### src/rtl/mesm6_pkg.sv
// Shared MESM-6 fetch definitions: FSM states, word/instruction widths and the
// position of the short/long format bit.
package mesm6_pkg;

  localparam int ADDR_W      = 15;
  localparam int WORD_W      = 48;
  localparam int INSTR_W     = 24;
  localparam int REG_W       = 4;
  localparam int OP_W        = 8;
  localparam int FMT_BIT     = 19;
  localparam int SHORT_OP_W  = 5;
  localparam int LONG_ADDR_W = 12;

  typedef enum logic [2:0] {
    IDLE,
    REQ,
    GAP,
    LEFT,
    RIGHT
  } fetch_state_e;

  // Word addresses wrap modulo 2^ADDR_W (77777 -> 00000).
  function automatic logic [ADDR_W-1:0] nextWordAddr(input logic [ADDR_W-1:0] addr);
    return addr + 1'b1;
  endfunction

endpackage

### src/rtl/ifetch_if.sv
// Fetch-unit bus bundle: instruction-memory handshake plus the decoder-facing
// instruction port, redirect and halt controls.
interface ifetch_if;
  import mesm6_pkg::*;

  logic [ADDR_W-1:0]  o_imem_addr;
  logic               o_imem_read;
  logic [WORD_W-1:0]  i_imem_data;
  logic               i_imem_done;
  logic               o_valid;
  logic               i_ready;
  logic [INSTR_W-1:0] o_instr;
  logic [ADDR_W-1:0]  o_pc;
  logic               o_right;
  logic [REG_W-1:0]   o_reg;
  logic               o_long;
  logic [OP_W-1:0]    o_op;
  logic [ADDR_W-1:0]  o_addr;
  logic               i_jump;
  logic [ADDR_W-1:0]  i_jump_addr;
  logic               i_halt;

  modport master (
    output o_imem_addr, o_imem_read, o_valid, o_instr, o_pc, o_right,
           o_reg, o_long, o_op, o_addr,
    input  i_imem_data, i_imem_done, i_ready, i_jump, i_jump_addr, i_halt
  );

  modport slave (
    input  o_imem_addr, o_imem_read, o_valid, o_instr, o_pc, o_right,
           o_reg, o_long, o_op, o_addr,
    output i_imem_data, i_imem_done, i_ready, i_jump, i_jump_addr, i_halt
  );

endinterface

### src/rtl/ifield_decode.sv
// Combinational split of a 24-bit instruction half-word into index register,
// format flag, opcode and address.
module ifield_decode
  import mesm6_pkg::*;
(
  input  logic [INSTR_W-1:0] instr_i,
  output logic [REG_W-1:0]   reg_o,
  output logic               long_o,
  output logic [OP_W-1:0]    op_o,
  output logic [ADDR_W-1:0]  addr_o
);

  // A set format bit marks the short form: 5-bit opcode, full 15-bit address.
  always_comb begin
    reg_o  = instr_i[INSTR_W-1 -: REG_W];
    long_o = ~instr_i[FMT_BIT];
    if (instr_i[FMT_BIT]) begin
      op_o   = {{(OP_W-SHORT_OP_W){1'b0}}, instr_i[FMT_BIT -: SHORT_OP_W]};
      addr_o = instr_i[ADDR_W-1:0];
    end else begin
      op_o   = instr_i[FMT_BIT -: OP_W];
      addr_o = {{(ADDR_W-LONG_ADDR_W){1'b0}}, instr_i[LONG_ADDR_W-1:0]};
    end
  end

endmodule

### src/rtl/ifetch.sv
// Instruction fetch: reads one 48-bit word per access and presents its left,
// then right, half-word to the decoder, with jump redirect and halt.
module ifetch
  import mesm6_pkg::*;
#(
  parameter logic [ADDR_W-1:0] START_ADDR = 15'o00001
) (
  input logic      clk,
  input logic      reset,
  ifetch_if.master bus
);

  fetch_state_e       state_q;
  logic [ADDR_W-1:0]  pc_q;
  logic [ADDR_W-1:0]  pcNext_d;
  logic [WORD_W-1:0]  buf_q;
  logic               read_q;
  logic               valid_q;
  logic               right_q;
  logic [INSTR_W-1:0] instr;

  assign pcNext_d = nextWordAddr(pc_q);

  // Jump outranks everything but reset; leaving REQ on a jump goes through GAP
  // so the read strobe drops before the redirected access.
  always_ff @(posedge clk) begin
    if (reset) begin
      state_q <= IDLE;
      pc_q    <= START_ADDR;
      buf_q   <= '0;
      read_q  <= 1'b0;
      valid_q <= 1'b0;
      right_q <= 1'b0;
    end else if (bus.i_jump) begin
      pc_q    <= bus.i_jump_addr;
      buf_q   <= '0;
      valid_q <= 1'b0;
      right_q <= 1'b0;
      if (state_q == REQ) begin
        state_q <= GAP;
        read_q  <= 1'b0;
      end else if (bus.i_halt) begin
        state_q <= IDLE;
        read_q  <= 1'b0;
      end else begin
        state_q <= REQ;
        read_q  <= 1'b1;
      end
    end else begin
      case (state_q)
        IDLE, GAP: begin
          if (!bus.i_halt) begin
            state_q <= REQ;
            read_q  <= 1'b1;
          end else begin
            state_q <= IDLE;
          end
        end
        REQ: begin
          if (bus.i_imem_done) begin
            buf_q   <= bus.i_imem_data;
            state_q <= LEFT;
            read_q  <= 1'b0;
            valid_q <= 1'b1;
            right_q <= 1'b0;
          end
        end
        LEFT: begin
          if (bus.i_ready) begin
            state_q <= RIGHT;
            right_q <= 1'b1;
          end
        end
        RIGHT: begin
          if (bus.i_ready) begin
            pc_q    <= pcNext_d;
            valid_q <= 1'b0;
            read_q  <= ~bus.i_halt;
            state_q <= bus.i_halt ? IDLE : REQ;
          end
        end
        default: begin
          state_q <= IDLE;
          read_q  <= 1'b0;
          valid_q <= 1'b0;
        end
      endcase
    end
  end

  assign instr           = right_q ? buf_q[INSTR_W-1:0] : buf_q[WORD_W-1:INSTR_W];
  assign bus.o_instr     = instr;
  assign bus.o_imem_addr = pc_q;
  assign bus.o_imem_read = read_q;
  assign bus.o_valid     = valid_q;
  assign bus.o_pc        = pc_q;
  assign bus.o_right     = right_q;

  ifield_decode u_decode (
    .instr_i (instr),
    .reg_o   (bus.o_reg),
    .long_o  (bus.o_long),
    .op_o    (bus.o_op),
    .addr_o  (bus.o_addr)
  );

endmodule

### src/flat_wrapper.sv
// flat-port wrapper written by rule: the top's interface ports become plain ports
module ifetch_flat import mesm6_pkg::*;
#(
  parameter logic [ADDR_W-1:0] START_ADDR = 15'o00001
)
  (clk, reset, bus_o_imem_addr, bus_o_imem_read, bus_o_valid, bus_o_instr, bus_o_pc, bus_o_right, bus_o_reg, bus_o_long, bus_o_op, bus_o_addr, bus_i_imem_data, bus_i_imem_done, bus_i_ready, bus_i_jump, bus_i_jump_addr, bus_i_halt);
  ifetch_if bus_i ();
  input logic clk;
  input logic reset;
  output wire logic [$bits(bus_i.o_imem_addr)-1:0] bus_o_imem_addr;
  output wire logic [$bits(bus_i.o_imem_read)-1:0] bus_o_imem_read;
  output wire logic [$bits(bus_i.o_valid)-1:0] bus_o_valid;
  output wire logic [$bits(bus_i.o_instr)-1:0] bus_o_instr;
  output wire logic [$bits(bus_i.o_pc)-1:0] bus_o_pc;
  output wire logic [$bits(bus_i.o_right)-1:0] bus_o_right;
  output wire logic [$bits(bus_i.o_reg)-1:0] bus_o_reg;
  output wire logic [$bits(bus_i.o_long)-1:0] bus_o_long;
  output wire logic [$bits(bus_i.o_op)-1:0] bus_o_op;
  output wire logic [$bits(bus_i.o_addr)-1:0] bus_o_addr;
  input wire logic [$bits(bus_i.i_imem_data)-1:0] bus_i_imem_data;
  input wire logic [$bits(bus_i.i_imem_done)-1:0] bus_i_imem_done;
  input wire logic [$bits(bus_i.i_ready)-1:0] bus_i_ready;
  input wire logic [$bits(bus_i.i_jump)-1:0] bus_i_jump;
  input wire logic [$bits(bus_i.i_jump_addr)-1:0] bus_i_jump_addr;
  input wire logic [$bits(bus_i.i_halt)-1:0] bus_i_halt;
  assign bus_o_imem_addr = bus_i.o_imem_addr;
  assign bus_o_imem_read = bus_i.o_imem_read;
  assign bus_o_valid = bus_i.o_valid;
  assign bus_o_instr = bus_i.o_instr;
  assign bus_o_pc = bus_i.o_pc;
  assign bus_o_right = bus_i.o_right;
  assign bus_o_reg = bus_i.o_reg;
  assign bus_o_long = bus_i.o_long;
  assign bus_o_op = bus_i.o_op;
  assign bus_o_addr = bus_i.o_addr;
  assign bus_i.i_imem_data = bus_i_imem_data;
  assign bus_i.i_imem_done = bus_i_imem_done;
  assign bus_i.i_ready = bus_i_ready;
  assign bus_i.i_jump = bus_i_jump;
  assign bus_i.i_jump_addr = bus_i_jump_addr;
  assign bus_i.i_halt = bus_i_halt;
  ifetch #(.START_ADDR(START_ADDR)) u_core (.clk(clk), .reset(reset), .bus(bus_i));
endmodule
### config.mk
export PLATFORM = sky130hd
export DESIGN_NAME = ifetch_flat
export DESIGN_NICKNAME = d
export VERILOG_FILES = /design/src/rtl/mesm6_pkg.sv /design/src/rtl/ifetch_if.sv /design/src/rtl/ifield_decode.sv /design/src/rtl/ifetch.sv /design/src/flat_wrapper.sv
export SDC_FILE = /design/constraint.sdc
export NUM_CORES = 1
export LEC_CHECK = 0
export ABC_AREA = 1
export BUFFER_PORTS_ARGS = -buffer_cell sky130_fd_sc_hd__buf_2
export CAP_MARGIN = 20
export CORE_ASPECT_RATIO = 1.75
export CORE_UTILIZATION = 40
export DETAILED_ROUTE_END_ITERATION = 7
export PLACE_DENSITY_LB_ADDON = 0.15
export SETUP_SLACK_MARGIN = 0.1
export SLEW_MARGIN = 20
export SYNTH_ARGS = -nofsm -noshare
export SYNTH_HDL_FRONTEND = slang
export SYNTH_HIERARCHICAL = 1
export SYNTH_SLANG_ARGS = --single-unit
### constraint.sdc
create_clock -name clk -period 1.85 [get_ports clk]
set_clock_uncertainty 0.2 [all_clocks]
set_input_delay 0.185 -clock clk [delete_from_list [all_inputs] [get_ports clk]]
set_output_delay 0.185 -clock clk [all_outputs]
set_load 0.05 [all_outputs]
## Word-level counts from Yosys, hierarchy flattened

Cells that the tools add are included.
Widths: inputs -> output; s select.

- Add/sub/neg operators: 1
- Eq/ne operators: 12
- Muxes and demuxes: 25
- Bitwise logic cells: 3
- Reductions and logical operators: 13

Operators with widths:

| operator | number |
|---|---|
| $mux 15 | 4 |
| $mux 24 | 1 |
| $add 15x1->15 const B | 1 |
| $mux 3 | 5 |
| $ne 3x3->1 const B | 4 |
| $pmux 3 s4 | 1 |
| $mux 1 | 10 |
| $reduce_and 3->1 | 3 |
| $ne 2x2->1 const B | 4 |
| $mux 7 | 1 |
| $eq 3x2->1 const B | 2 |
| $reduce_bool 2->1 | 3 |
| $pmux 1 s4 | 1 |
| $reduce_and 2->1 | 2 |
| $reduce_and 4->1 | 1 |
| $reduce_or 2->1 | 2 |
| $eq 3x1->1 const B | 1 |
| $eq 3x3->1 const B | 1 |
| $logic_not 3->1 | 1 |
| $not 1->1 | 3 |
| $pmux 1 s3 | 1 |
| $reduce_or 3->1 | 1 |
| $pmux 1 s2 | 1 |

- Bits in registers: 69
- Bits of input ports: 69
- Output and inout bits: 85
- Logic and storage cells: 60

## Logic depth before layout (Yosys ltp)

Gate-level depths: netlist of run 1.

- Word-level depth: 4
- Gate-level depth with buffers: 9

## Cells and area by module

Netlist of run 1, hierarchy kept.

Modules (own cells, without submodules):

| module | times used | cells each | area each (um^2) |
|---|---|---|---|
| ifetch | 1 | 497 | 3439.5 |
| ifield_decode | 1 | 43 | 235.2 |

## Least setup slack after synthesis of run 1

OpenSTA, ideal clock, no wires.

- Kind: reg2out
- Start point: reg u_core.right_q (netlist: u_core/bus.o_right)
- End point: out bus_o_op[0]
- Arrival: 3.183 ns
- Required time: 1.465 ns
- Path slack: -1.718 ns
- Cell stages (with the launch flop): 6
- Buffers on the path: 1
- Path through: dfxtp_1 > clkbuf_1 > o21ai_0 > inv_1 > nand2_1 > nand2_1

- Word-level cells in the longest chain between the ends: 2

Ends and longest elaborated chain:

| item | RTL line | RTL |
|---|---|---|
| start: declaration | ifetch.sv:19 | `logic right_q;` |
| start signal: assignment | ifetch.sv:33 | `right_q <= 1'b0;` |
| start signal: assignment | ifetch.sv:38 | `right_q <= 1'b0;` |
| start signal: assignment | ifetch.sv:65 | `right_q <= 1'b0;` |
| $mux 24 | ifetch.sv:91 | `assign instr = right_q ? buf_q[INSTR_W-1:0] : buf_q[WORD_W-1:INSTR_W];` |
| named net bus_o_instr[19] | flat_wrapper.sv:13 | `output wire logic [$bits(bus_i.o_instr)-1:0] bus_o_instr;` |
| $mux 7 | ifield_decode.sv:17 | `if (instr_i[FMT_BIT]) begin` |
| end: declaration | flat_wrapper.sv:18 | `output wire logic [$bits(bus_i.o_op)-1:0] bus_o_op;` |

The timed path passes the listed nets, and every way through them passes these cells.

## Final worst setup path of run 1

- Start point: reg u_core.right_q (netlist: u_core/bus.o_right)
- End point: out bus_o_op[2]

- Word-level cells in the longest chain between the ends: 2

Ends and longest elaborated chain:

| item | RTL line |
|---|---|
| $mux 24 | ifetch.sv:91 |
| $mux 7 | ifield_decode.sv:17 |

Every way passes these cells.

==> results of run 1 <==
## final cells by class
| class | instances | area share, % |
|---|---|---|
| inverter | 58 | 3.68 |
| sequential | 69 | 23.3 |
| multi-input combinational | 356 | 33.0 |
| clock buffer | 12 | 3.93 |
| tap | 117 | 2.44 |
| clock inverter | 4 | 1.23 |
| timing repair buffer | 238 | 32.5 |
## worst paths after layout
path	startpoint	to	slack [ns]	cells past startpoint
hold / removal	bus_i_jump_addr[13]	u_core/bus.o_imem_addr[13]$_SDFFE_PP0P_	0.008	5
hold reg to reg	u_core/buf_q[44]$_SDFFE_PP0P_	u_core/buf_q[44]$_SDFFE_PP0P_	0.25	2
setup reg to reg	u_core/state_q[2]$_SDFFE_PP0P_	u_core/bus.o_imem_addr[9]$_SDFFE_PP0P_	0.21	6
setup / recovery	u_core/bus.o_right$_SDFFE_PP0P_	bus_o_op[2]	-0.04	5
## worst max-delay path: stages, from the launching register on
cell                         delay [ns]
sky130_fd_sc_hd__dfxtp_4           0.39
sky130_fd_sc_hd__o21ai_4           0.23
sky130_fd_sc_hd__clkinvlp_4        0.22
sky130_fd_sc_hd__nand2_2           0.13
sky130_fd_sc_hd__nand2_4           0.05
sky130_fd_sc_hd__buf_8             0.14
## power by group
| group | internal [mW] | switching, mW | total [mW] |
|---|---|---|---|
| Combinational | 0.334 | 0.564 | 0.898 |
| Sequential | 1.54 | 0.0515 | 1.60 |
| Clock | 1.18 | 0.614 | 1.79 |
## stage by stage
stage	power, mW	instance area [sq um]	TNS (ns)	utilization [%]
2_1_floorplan	2.18	3870	-5.42	-
3_3_place_gp	2.34	4490	0	51.1
3_5_place_dp	2.35	4490	0	51.1
4_1_cts	4.29	5660	-0.0152	64.4
5_1_grt	4.46	6010	-0.660	68.4
6_report	4.29	6010	-0.195	68.4
## state kept, by name, indices dropped and copies added, names as in the netlist
| signal | flops |
|---|---|
| u_core/state_q | 3 |
| u_core/buf_q | 48 |
| u_core/bus.o_imem_addr | 15 |
| u_core/bus.o_imem_read | 1 |
| u_core/bus.o_valid | 1 |
| u_core/bus.o_right | 1 |
## cells in the final DEF, fill, tap and decap left out, types with 13 or more instances in the layout
cell type and count:
sky130_fd_sc_hd__inv_1 52, sky130_fd_sc_hd__o21ai_4 13, sky130_fd_sc_hd__buf_4 21, sky130_fd_sc_hd__nand2_1 91, sky130_fd_sc_hd__buf_6 37, sky130_fd_sc_hd__dfxtp_1 61
sky130_fd_sc_hd__o21ai_0 44, sky130_fd_sc_hd__buf_2 101, sky130_fd_sc_hd__nor2_1 81, sky130_fd_sc_hd__a21oi_1 34, sky130_fd_sc_hd__dlygate4sd3_1 63, sky130_fd_sc_hd__nand3_1 19
## kinds of logic (layout without fill, tap and decap cells)
kind of cell | count (synthesis) | in the layout | synth area share (%)
flops | 69 | 69 | 37.6
fa+ha+maj | 1 | 1 | 0.340
xor+xnor | 2 | 2 | 0.477
simple gates | 231 | 231 | 26.1
compound gates | 121 | 121 | 19.0
other cells | 1 | 1 | 0.102
buf+inv | 115 | 312 | 16.4
## metal layers
| layer | vias up | share of wire (%) | global-route usage [%] |
|---|---|---|---|
| li1 | 2077 | - | - |
| met2 | 137 | 56 | 46.1 |
| met5 | - | 0 | 0 |
| met4 | 0 | 2.4 | 9.88 |
| met1 | 1927 | 37 | 23.9 |
| met3 | 25 | 4.4 | 5.09 |
## repair_timing
action	in CTS	in global routing
hold buffers	63	0
gates cloned	0	2
setup endpoints to repair	51	56
buffers inserted	2	5
pin swaps	6	10
hold endpoints to repair	63	0
resized for setup	74	69
==> implementation parameters, run 1 <==
Parameter                              Value

Status
  Outcome ... complete, but fails checks
  Violated checks ... negative setup slack

Placement
  Total half-perimeter wirelength after legalization and detailed placement ... 7320 um
  Count of port buffers added during placement ... 152
  Placer Congestion ... 0.929
  Cells after DPL ... 766
  DP Worst Slack ... 0.199 ns

Synthesis
  Number of cells produced by synthesis ... 540
  Most used DFF post-synth ... sky130_fd_sc_hd__dfxtp_1
  Part of the Yosys area used for sequential elements ... 37.6%
  Syn avg cell area ... 6.81 sq um
  Number of distinct library cell variants in the gate-level netlist after synthesis ... 32
  Most common library cells after synthesis ... 107 x sky130_fd_sc_hd__nand2_1, 85 x sky130_fd_sc_hd__nor2_1, 69 x sky130_fd_sc_hd__dfxtp_1, 69 x sky130_fd_sc_hd__o21ai_0, 55 x sky130_fd_sc_hd__inv_1
  EDFF count, synth ... 0
  Synthesized flop and latch total ... 69
  Yosys warning total ... 6
  Post-synth top area share ... 37.6%
  Post-Synthesis Net Count ... 610
  Biggest area consumer among synthesized cells ... sky130_fd_sc_hd__dfxtp_1
  FFs w/ async S/R, synth ... 0%
  Cell types with the largest area share after synthesis ... sky130_fd_sc_hd__dfxtp_1 38%, sky130_fd_sc_hd__nand2_1 11%, sky130_fd_sc_hd__o21ai_0 9.4%
  Netlist Area Pre-Place ... 3670 sq um
  Most instantiated library cell after synthesis ... sky130_fd_sc_hd__nand2_1

GRT
  Number of global-route vias before repair ... 3872
  Number of antenna violations at the first check in global routing ... 0
  Largest net degree at the start of global routing ... 75
  Global-route wire length before repair ... 17600 um
  Grt total ovfl ... 0
  Global-route usage over all layers ... 24.0%

Final layout
  Fillcell total ... 704
  Area occupied by registers ... 1400 sq um
  Post-layout nets ... 802
  Total area of multi-input combinational cells ... 1980 sq um
  Diode count ... 0
  Relative area change from synthesis to final layout ... 63.6%
  Share of post-route cells with drive strength above 1 ... 34.9%
  Count of placed standard cells in the final layout, fillers left out ... 854

Worst setup path
  Data arrival, critical path ... 1.50 ns
  Worst Setup Start Kind ... flip-flop
  Type of the setup path with the least slack ... reg -> out
  Nature of the critical path endpoint ... output pin
  Required @ worst endpoint ... 1.46 ns
  Largest fanout on the critical path ... 7

Clocking
  Inserted Clock Buffers ... 9
  Clock slew at the register clock pins of the worst setup and hold paths ... 0.06 ns
  CTS tree ... yes
  Maximum root-to-sink buffer count ... 2
  Source-to-sink clock delay at the later pin of the worst-skew pair ... 0.33 ns
  CTS Sinks ... 69
  Clock root cell ... sky130_fd_sc_hd__clkbuf_16
  Max H-tree Level ... 3

Hold path
  Worst hold path class ... in -> reg

Floorplanning
  Die extent in x ... 74.5 um
  Boundary Pins ... 154
  Area of the die ... 9590 sq um
  Floorplan die height ... 129 um
  Rows ... 45
  Area inside the core boundary ... 8780 sq um
  Initial Utilization ... 41.8%

STA
  Post-route minimum period ... 1.89 ns
  Post-layout worst setup margin ... -0.0364 ns
  Hold Violations, Final ... 0
  Final slew viol count ... 0
  Setup violators final ... 7
  Worst hold slack across all endpoints ... 0.00793 ns
  Final Cycle Share ... 102%
  RSZ-0062 raised after global routing ... yes
  Actual transition at the worst max-transition pin ... 0.508 ns
  Achievable Freq ... 530 MHz
  Max transition margin ... 66.1%

Detailed routing
  # DRC ... 0
  Routed wire length ... 12200 um
  Total number of vias ... 4166
  DRT antenna net count ... 0
  Ratio of routed vias to standard cells ... 4.88
  Wirelength per Cell ... 14.2 um
  Drt first-iter violations ... 203
  First drt pass iteration count ... 4

Power
  Leakage power ... 2.80 nW
  Total power density per cell area ... 714 nW/um^2
  Maximum vdd ir drop ... 0.000516 V

Flow run
  Max-cap violations ... 0
Note: power is estimated with default switching activity, not from simulation.
==> run 2, diff against run 1 <==
==> constraint.sdc (replaced) <==
create_clock -name clk -period 2.11 [get_ports clk]
set_clock_uncertainty 0.2 [all_clocks]
set_input_delay 0.211 -clock clk [delete_from_list [all_inputs] [get_ports clk]]
set_output_delay 0.211 -clock clk [all_outputs]
set_load 0.05 [all_outputs]
==> implementation parameters, run 2 (synthesized netlist as in run 1, its figures left out) <==
Parameter                              Value

Status
  Outcome ... complete, no violations

Final layout
  Post-layout nets ... 785 (-2.1%)
  Final Cell Area ... 5290 sq um (-12%)
  Max FFs per register ... 48 (unchanged)
  Diode count ... 0 (unchanged)
  Share of post-route cells with drive strength above 1 ... 30.6% (-4.3 points)
  Most common library cell in the layout ignoring fill and taps ... sky130_fd_sc_hd__buf_2
  Largest register by flop count ... u_core/buf_q
  Most used cells in the layout excluding fill and tap cells ... 146 x sky130_fd_sc_hd__buf_2, 98 x sky130_fd_sc_hd__nand2_1, 83 x sky130_fd_sc_hd__nor2_1, 67 x sky130_fd_sc_hd__dfxtp_1, 56 x sky130_fd_sc_hd__dlygate4sd3_1
  Relative area change from synthesis to final layout ... 43.9%
  Count of placed standard cells in the final layout, fillers left out ... 836 (-2.1%)

Floorplanning
  Area of the die ... 9590 sq um (unchanged)
  Area inside the core boundary ... 8780 sq um (unchanged)
  Floorplan die height ... 129 um (unchanged)
  Die extent in x ... 74.5 um (unchanged)
  Rows ... 45 (unchanged)
  Boundary Pins ... 154 (unchanged)
  Initial Utilization ... 41.8% (unchanged)

STA
  Post-layout worst setup margin ... 0.180 ns (+0.217 ns)
  Actual transition at the worst max-transition pin ... 0.525 ns (+0.0170 ns)
  Achievable Freq ... 518 MHz
  Max transition margin ... 64.9% (-1.1 points)
  Setup violators final ... 0 (-7)
  Setup tns final ... 0 ns (+0.195 ns)
  Post-route minimum period ... 1.93 ns
  Final slew viol count ... 0 (unchanged)
  Final Cycle Share ... 91.5%
  RSZ-0062 raised after global routing ... no
  Hold Violations, Final ... 0 (unchanged)

Detailed routing
  Total number of vias ... 4069 (-2.3%)
  Met1 Routed Length ... 4110 um (-9.0%)
  Ratio of routed vias to standard cells ... 4.87 (-0.23%)
  Wirelength per Cell ... 12.7 um (-11%)
  Top Metal Used ... met4
  Met2 layer wire length in the routed design ... 5750 um (-16%)
  # DRC ... 0 (unchanged)
  Routed wire length ... 10600 um (-13%)
  Detailed route wirelength on metal3 ... 509 um (-4.5%)
  First drt pass iteration count ... 5 (+1)
  Drt first-iter violations ... 230 (+13%)
  DRT antenna net count ... 0 (unchanged)

Worst setup path
  Nature of the critical path endpoint ... output pin
  Worst Setup Start Kind ... flip-flop
  Type of the setup path with the least slack ... reg -> out
  Setup slack on the worst flop-to-flop path ... 0.34 ns (+0.13 ns)
  Required @ worst endpoint ... 1.70 ns (+0.24 ns)
  Data arrival, critical path ... 1.52 ns (+0.02 ns)
  Largest fanout on the critical path ... 6 (-1)

Power
  Net switching share of the total power ... 29.6% (+0.95 points)
  Maximum vdd ir drop ... 0.000418 V (-19%)
  Total power density per cell area ... 671 nW/um^2 (-6.0%)
  Leakage power ... 2.53 nW (-9.6%)
  Comb pwr share ... 20.0% (-0.9 points)
  Int Power ... 2.50 mW (-18%)
  Sequential fraction of design power ... 39.4% (+2.2 points)
  Proportion of power drawn by the clock network ... 40.6% (-1.2 points)
  Switch Pwr ... 1.05 mW (-15%)

Clocking
  Clock slew at the register clock pins of the worst setup and hold paths ... 0.06 ns (about the same)
  CTS tree ... yes
  Max H-tree Level ... 3 (unchanged)
  Source-to-sink clock delay at the later pin of the worst-skew pair ... 0.33 ns (about the same)
  Inserted Clock Buffers ... 9 (unchanged)
  Clock root cell ... sky130_fd_sc_hd__clkbuf_16
  CTS Sinks ... 69 (unchanged)
  Maximum root-to-sink buffer count ... 2 (unchanged)

Placement
  Placer Congestion ... 0.893 (-3.9%)
  Total half-perimeter wirelength after legalization and detailed placement ... 7090 um (-3.1%)
  Count of port buffers added during placement ... 152 (unchanged)
  Cells after DPL ... 761 (-0.65%)
  Dpl cell area ... 4390 sq um (-2.2%)
  DP Worst Slack ... 0.290 ns (+0.0909 ns)

Hold path
  Worst hold path class ... in -> reg

GRT
  Global-route usage over all layers ... 22.5% (-1.5 points)
  Number of global-route vias before repair ... 3834 (-0.98%)
  Grt total ovfl ... 0 (unchanged)
  Number of antenna violations at the first check in global routing ... 0 (unchanged)
  Largest net degree at the start of global routing ... 50 (-33%)
  Global-route wire length before repair ... 16700 um (-5.4%)

Flow run
  Max-cap violations ... 0 (unchanged)
[run 2: cell types whose count changed in the layout (fill, tap and decap cells not counted), moves of 6 or more]
| cell | change |
|---|---|
| sky130_fd_sc_hd__buf_8 | -9 |
| sky130_fd_sc_hd__buf_4 | -9 |
| sky130_fd_sc_hd__o21ai_1 | +10 |
| sky130_fd_sc_hd__o21ai_4 | -10 |
| sky130_fd_sc_hd__buf_2 | +45 |
| sky130_fd_sc_hd__nand2_4 | -6 |
| sky130_fd_sc_hd__dlygate4sd3_1 | -7 |
| sky130_fd_sc_hd__dfxtp_1 | +6 |
| sky130_fd_sc_hd__buf_6 | -37 |
| sky130_fd_sc_hd__nand2_1 | +7 |
[run 2: layout make-up]
type | instances | area [sq um]
clock buffers | 10 | 229
clock inverters | 5 | 52.6
fillers | 858 | 3500
inverters | 58 | 221
multi-input cells | 356 | 1790
flip-flops and latches | 69 | 1390
well taps | 117 | 146
repair buffers | 221 | 1460
[run 2: worst paths after layout]
path | from | to | cells after the start
setup / recovery | u_core/bus.o_right$_SDFFE_PP0P_ | bus_o_addr[14] | 6
hold / removal | bus_i_jump_addr[1] | u_core/bus.o_imem_addr[1]$_SDFFE_PP0P_ | 4
setup reg to reg | u_core/state_q[1]$_SDFFE_PP0P_ | u_core/buf_q[40]$_SDFFE_PP0P_ | 7
hold reg to reg | u_core/buf_q[25]$_SDFFE_PP0P_ | u_core/buf_q[25]$_SDFFE_PP0P_ | 2
[run 2: metrics by stage]
stage	util [%]	total power, mW	hold slack, ns
2_1_floorplan	-	1.91	0.146
3_5_place_dp	49.9	2.04	0.240
3_3_place_gp	49.9	2.04	0.235
6_report	60.2	3.55	0.0176
4_1_cts	59.9	3.58	0.0110
5_1_grt	60.2	3.71	0.0311
[run 2: routing by layer]
metal / global-route usage (%) / vias to the layer above
met4: 9.99 / 0
li1: - / 2053
met1: 22.6 / 1852
met3: 4.39 / 22
met2: 43.0 / 142
met5: 0 / -
[run 2: repair_timing]
action / CTS / global route
hold buffers: 56 / 0
endpoints found under the hold margin: 56 / 0
endpoints found under the setup margin: 21 / 13
pin swaps: 1 / 0
resized for setup: 4 / 5
buffers inserted: 3 / 1
[run 2: power groups by stage]
| stage | clock (mW) | sequential (mW) | combinational, mW |
|---|---|---|---|
| floorplan | 0 | 1.49 | 0.423 |
| global placement | 0 | 1.42 | 0.618 |
| detailed placement | 0 | 1.42 | 0.621 |
| CTS | 1.48 | 1.40 | 0.706 |
| global route | 1.54 | 1.40 | 0.762 |
| finish | 1.44 | 1.40 | 0.710 |
[run 2: worst max-delay path, stage by stage (launching register included)]
cell and delay (ns):
sky130_fd_sc_hd__dfxtp_4 0.40, sky130_fd_sc_hd__clkbuf_4 0.21, sky130_fd_sc_hd__nand2_1 0.07, sky130_fd_sc_hd__o21ai_2 0.09, sky130_fd_sc_hd__nand2_1 0.09, sky130_fd_sc_hd__inv_1 0.07, sky130_fd_sc_hd__buf_2 0.26
==> run 3, diff against run 2 <==
--- a/config.mk
+++ b/config.mk
@@ -11,7 +11,10 @@
 export CORE_ASPECT_RATIO = 1.75
 export CORE_UTILIZATION = 40
 export DETAILED_ROUTE_END_ITERATION = 7
+export HOLD_SLACK_MARGIN = 0.08
+export MAX_ROUTING_LAYER = met4
 export PLACE_DENSITY_LB_ADDON = 0.15
+export REMOVE_ABC_BUFFERS = 1
 export SETUP_SLACK_MARGIN = 0.1
 export SLEW_MARGIN = 20
 export SYNTH_ARGS = -nofsm -noshare
==> implementation parameters, run 3 (synthesized netlist as in run 1, its figures left out) <==
Parameter                              Value

Status
  Outcome ... complete, no violations

Worst setup path
  Required @ worst endpoint ... 1.70 ns (about the same)
  Worst Setup Start Kind ... flip-flop
  Dominant delay contributor by cell family on the critical path ... buffers and inverters
  Worst-path cell with the longest stage delay ... sky130_fd_sc_hd__dfxtp_4
  Peak per-stage delay on the critical path ... 0.37 ns (-0.03 ns)
  Critical path, cell by cell ... clkbuf_16 > o21ai_0 > buf_2
  Critical path startpoint ... u_core/bus.o_right$_SDFFE_PP0P_
  Type of the setup path with the least slack ... reg -> out
  Largest fanout on the critical path ... 18 (+12)
  Startpoint of the worst-slack reg-to-reg timing path ... u_core/bus.o_imem_addr[1]$_SDFFE_PP0P_
  Capturing element of the worst setup path ... bus_o_reg[2]
  Critical path depth ... 3 (-3)
  Reg-to-reg endpoint ... u_core/bus.o_imem_addr[10]$_SDFFE_PP0P_
  Buffer and inverter count on the worst path ... 2 (-1)
  Logic depth of the worst register-to-register path ... 9 (+2)
  Data arrival, critical path ... 1.54 ns (+0.02 ns)
  Setup slack on the worst flop-to-flop path ... 0.37 ns (+0.03 ns)
  Nature of the critical path endpoint ... output pin

STA
  Achievable Freq ... 512 MHz (-1.2%)
  Max transition margin ... 65.0% (+0.074 points)
  Setup tns final ... 0 ns (unchanged)
  Actual transition at the worst max-transition pin ... 0.524 ns (-0.00112 ns)
  RSZ-0062 raised after global routing ... yes
  Final slew viol count ... 0 (unchanged)
  Setup violators final ... 0 (unchanged)
  Final Cycle Share ... 92.6% (+1.1 points)
  Post-route minimum period ... 1.95 ns (+0.0240 ns)
  Hold Violations, Final ... 0 (unchanged)

Power
  Sequential fraction of design power ... 36.3% (-3.1 points)
  Total power density per cell area ... 714 nW/um^2 (+6.4%)
  Leakage power ... 2.58 nW (+2.0%)
  Comb pwr share ... 18.9% (-1.1 points)
  Net switching share of the total power ... 27.8% (-1.8 points)
  Switch Pwr ... 1.07 mW (+1.6%)
  Total Power Consumption ... 3.84 mW (+8.1%)
  Int Power ... 2.77 mW (+11%)
  Proportion of power drawn by the clock network ... 44.8% (+4.2 points)
  Maximum vdd ir drop ... 0.000544 V (+30%)

Detailed routing
  # DRC ... 0 (unchanged)
  Drt first-iter violations ... 225 (-2.2%)
  Routed wire length ... 11100 um (+5.0%)
  Total number of vias ... 4099 (+0.74%)
  First drt pass iteration count ... 5 (unchanged)
  Wirelength per Cell ... 13.2 um (+3.8%)
  Ratio of routed vias to standard cells ... 4.85 (-0.45%)
  DRT antenna net count ... 0 (unchanged)

Placement
  Total half-perimeter wirelength after legalization and detailed placement ... 7190 um (+1.5%)
  Placer Congestion ... 0.878 (-1.7%)
  Count of port buffers added during placement ... 152 (unchanged)
  Dpl cell area ... 4310 sq um (-1.7%)

Floorplanning
  Die extent in x ... 74.5 um (unchanged)
  Initial Utilization ... 41.8% (unchanged)
  Boundary Pins ... 154 (unchanged)
  Area of the die ... 9590 sq um (unchanged)
  Area inside the core boundary ... 8780 sq um (unchanged)
  Rows ... 45 (unchanged)
  Floorplan die height ... 129 um (unchanged)

Flow run
  Max-cap violations ... 0 (unchanged)

Clocking
  Inserted Clock Buffers ... 9 (unchanged)
  CTS Sinks ... 69 (unchanged)
  Clock root cell ... sky130_fd_sc_hd__clkbuf_16
  Post-CTS setup buffers ... 0 (-3)
  CTS tree ... yes
  Clock slew at the register clock pins of the worst setup and hold paths ... 0.06 ns (about the same)
  Source-to-sink clock delay at the later pin of the worst-skew pair ... 0.33 ns (about the same)
  Max H-tree Level ... 3 (unchanged)
  Maximum root-to-sink buffer count ... 2 (unchanged)

Final layout
  Most common library cell in the layout ignoring fill and taps ... sky130_fd_sc_hd__buf_2
  Largest register by flop count ... u_core/buf_q
  Final Cell Area ... 5370 sq um (+1.6%)
  Diode count ... 0 (unchanged)
  Relative area change from synthesis to final layout ... 46.2%
  Most used cells in the layout excluding fill and tap cells ... 144 x sky130_fd_sc_hd__buf_2, 107 x sky130_fd_sc_hd__nand2_1, 84 x sky130_fd_sc_hd__nor2_1, 68 x sky130_fd_sc_hd__dfxtp_1, 65 x sky130_fd_sc_hd__dlygate4sd3_1
  Share of post-route cells with drive strength above 1 ... 28.0% (-2.6 points)
  Max FFs per register ... 48 (unchanged)
  Post-layout nets ... 794 (+1.1%)

Hold path
  Worst hold path class ... in -> reg

GRT
  Global-route usage over all layers ... 23.8% (+1.2 points)
  Number of antenna violations at the first check in global routing ... 0 (unchanged)
  Largest net degree at the start of global routing ... 59 (+18%)
  Global-route wire length before repair ... 17000 um (+2.0%)
  Grt total ovfl ... 0 (unchanged)
  Number of global-route vias before repair ... 3808 (-0.68%)
-- run 3: cell count changes in the layout (fill, tap and decap cells not counted), moves of 2 or more --
cell                            delta
sky130_fd_sc_hd__o21ai_4           -3
sky130_fd_sc_hd__o21ai_2           -3
sky130_fd_sc_hd__nand2_2           -5
sky130_fd_sc_hd__clkinvlp_4        -2
sky130_fd_sc_hd__clkinv_2          -2
sky130_fd_sc_hd__o21ai_1          -11
sky130_fd_sc_hd__o21ai_0          +17
sky130_fd_sc_hd__nand2_4           -4
sky130_fd_sc_hd__buf_2             -2
sky130_fd_sc_hd__clkbuf_8          +4
sky130_fd_sc_hd__nand2_1           +9
sky130_fd_sc_hd__dlygate4sd3_1     +9
-- run 3: timing repair --
| action | CTS | global route |
|---|---|---|
| hold buffers | 65 | 0 |
| pin swaps | 0 | 0 |
| endpoints found under the setup margin | 7 | 15 |
| gates cloned | 0 | 1 |
| endpoints found under the hold margin | 65 | 0 |
| gates resized for setup | 3 | 20 |
-- run 3: layout make-up --
type	count	area [sq um]
fill	829	3410
multi-input combinational	356	1700
timing repair buffer	230	1580
sequential	69	1390
clock buffer	13	280
inverter	58	218
tap	117	146
clock inverter	3	65.1
-- run 3: worst register-to-register path, stage by stage, from the launching register on --
cell and delay, ns:
sky130_fd_sc_hd__dfxtp_1 0.40, sky130_fd_sc_hd__ha_1 0.23, sky130_fd_sc_hd__nand2_1 0.11, sky130_fd_sc_hd__nor2_2 0.22
sky130_fd_sc_hd__nand2_1 0.11, sky130_fd_sc_hd__nor2_1 0.13, sky130_fd_sc_hd__nand2_1 0.07, sky130_fd_sc_hd__nand2_1 0.07
sky130_fd_sc_hd__nand2_1 0.04, sky130_fd_sc_hd__a21oi_1 0.10
-- run 3: worst min path at each step --
stage | startpoint | to | slack, ns | cells after the start
global route | bus_i_jump | u_core/bus.o_imem_addr[14]$_SDFFE_PP0P_ | 0.11 | 4
finish | bus_i_jump | u_core/bus.o_imem_addr[13]$_SDFFE_PP0P_ | 0.11 | 4
detailed placement | bus_i_imem_data[7] | u_core/buf_q[7]$_SDFFE_PP0P_ | 0.24 | 3
floorplan | reset | u_core/bus.o_imem_addr[13]$_SDFFE_PP0P_ | 0.08 | 1
global placement | u_core/buf_q[44]$_SDFFE_PP0P_ | u_core/buf_q[44]$_SDFFE_PP0P_ | 0.23 | 2
CTS | bus_i_jump | u_core/bus.o_imem_addr[13]$_SDFFE_PP0P_ | 0.09 | 4
-- run 3: power by group through the flow --
stage	registers [mW]	logic, mW	clock network, mW
after floorplan	1.55	0.281	0
after global placement	1.42	0.619	0
after detailed placement	1.42	0.623	0
after CTS	1.39	0.718	1.76
after global routing	1.40	0.782	1.81
final	1.39	0.725	1.72
-- run 3: stage by stage --
stage	worst slack [ns]	hold WS, ns	instances	utilization, %
2_1_floorplan	-2.25	0.0801	483	-
5_1_grt	0.0802	0.113	846	61.2
6_report	0.156	0.107	846	61.2
3_3_place_gp	0.351	0.232	764	49.1
4_1_cts	0.0929	0.0924	845	60.4
3_5_place_dp	0.288	0.237	764	49.1
-- run 3: routing by layer --
layer | share of wire (%) | GRT usage (%) | wire length (um)
met5 | 0 | - | 0
met4 | 2.8 | 11.1 | 308
met3 | 5.6 | 4.39 | 627
met2 | 55 | 42.7 | 6100
met1 | 37 | 24.0 | 4110
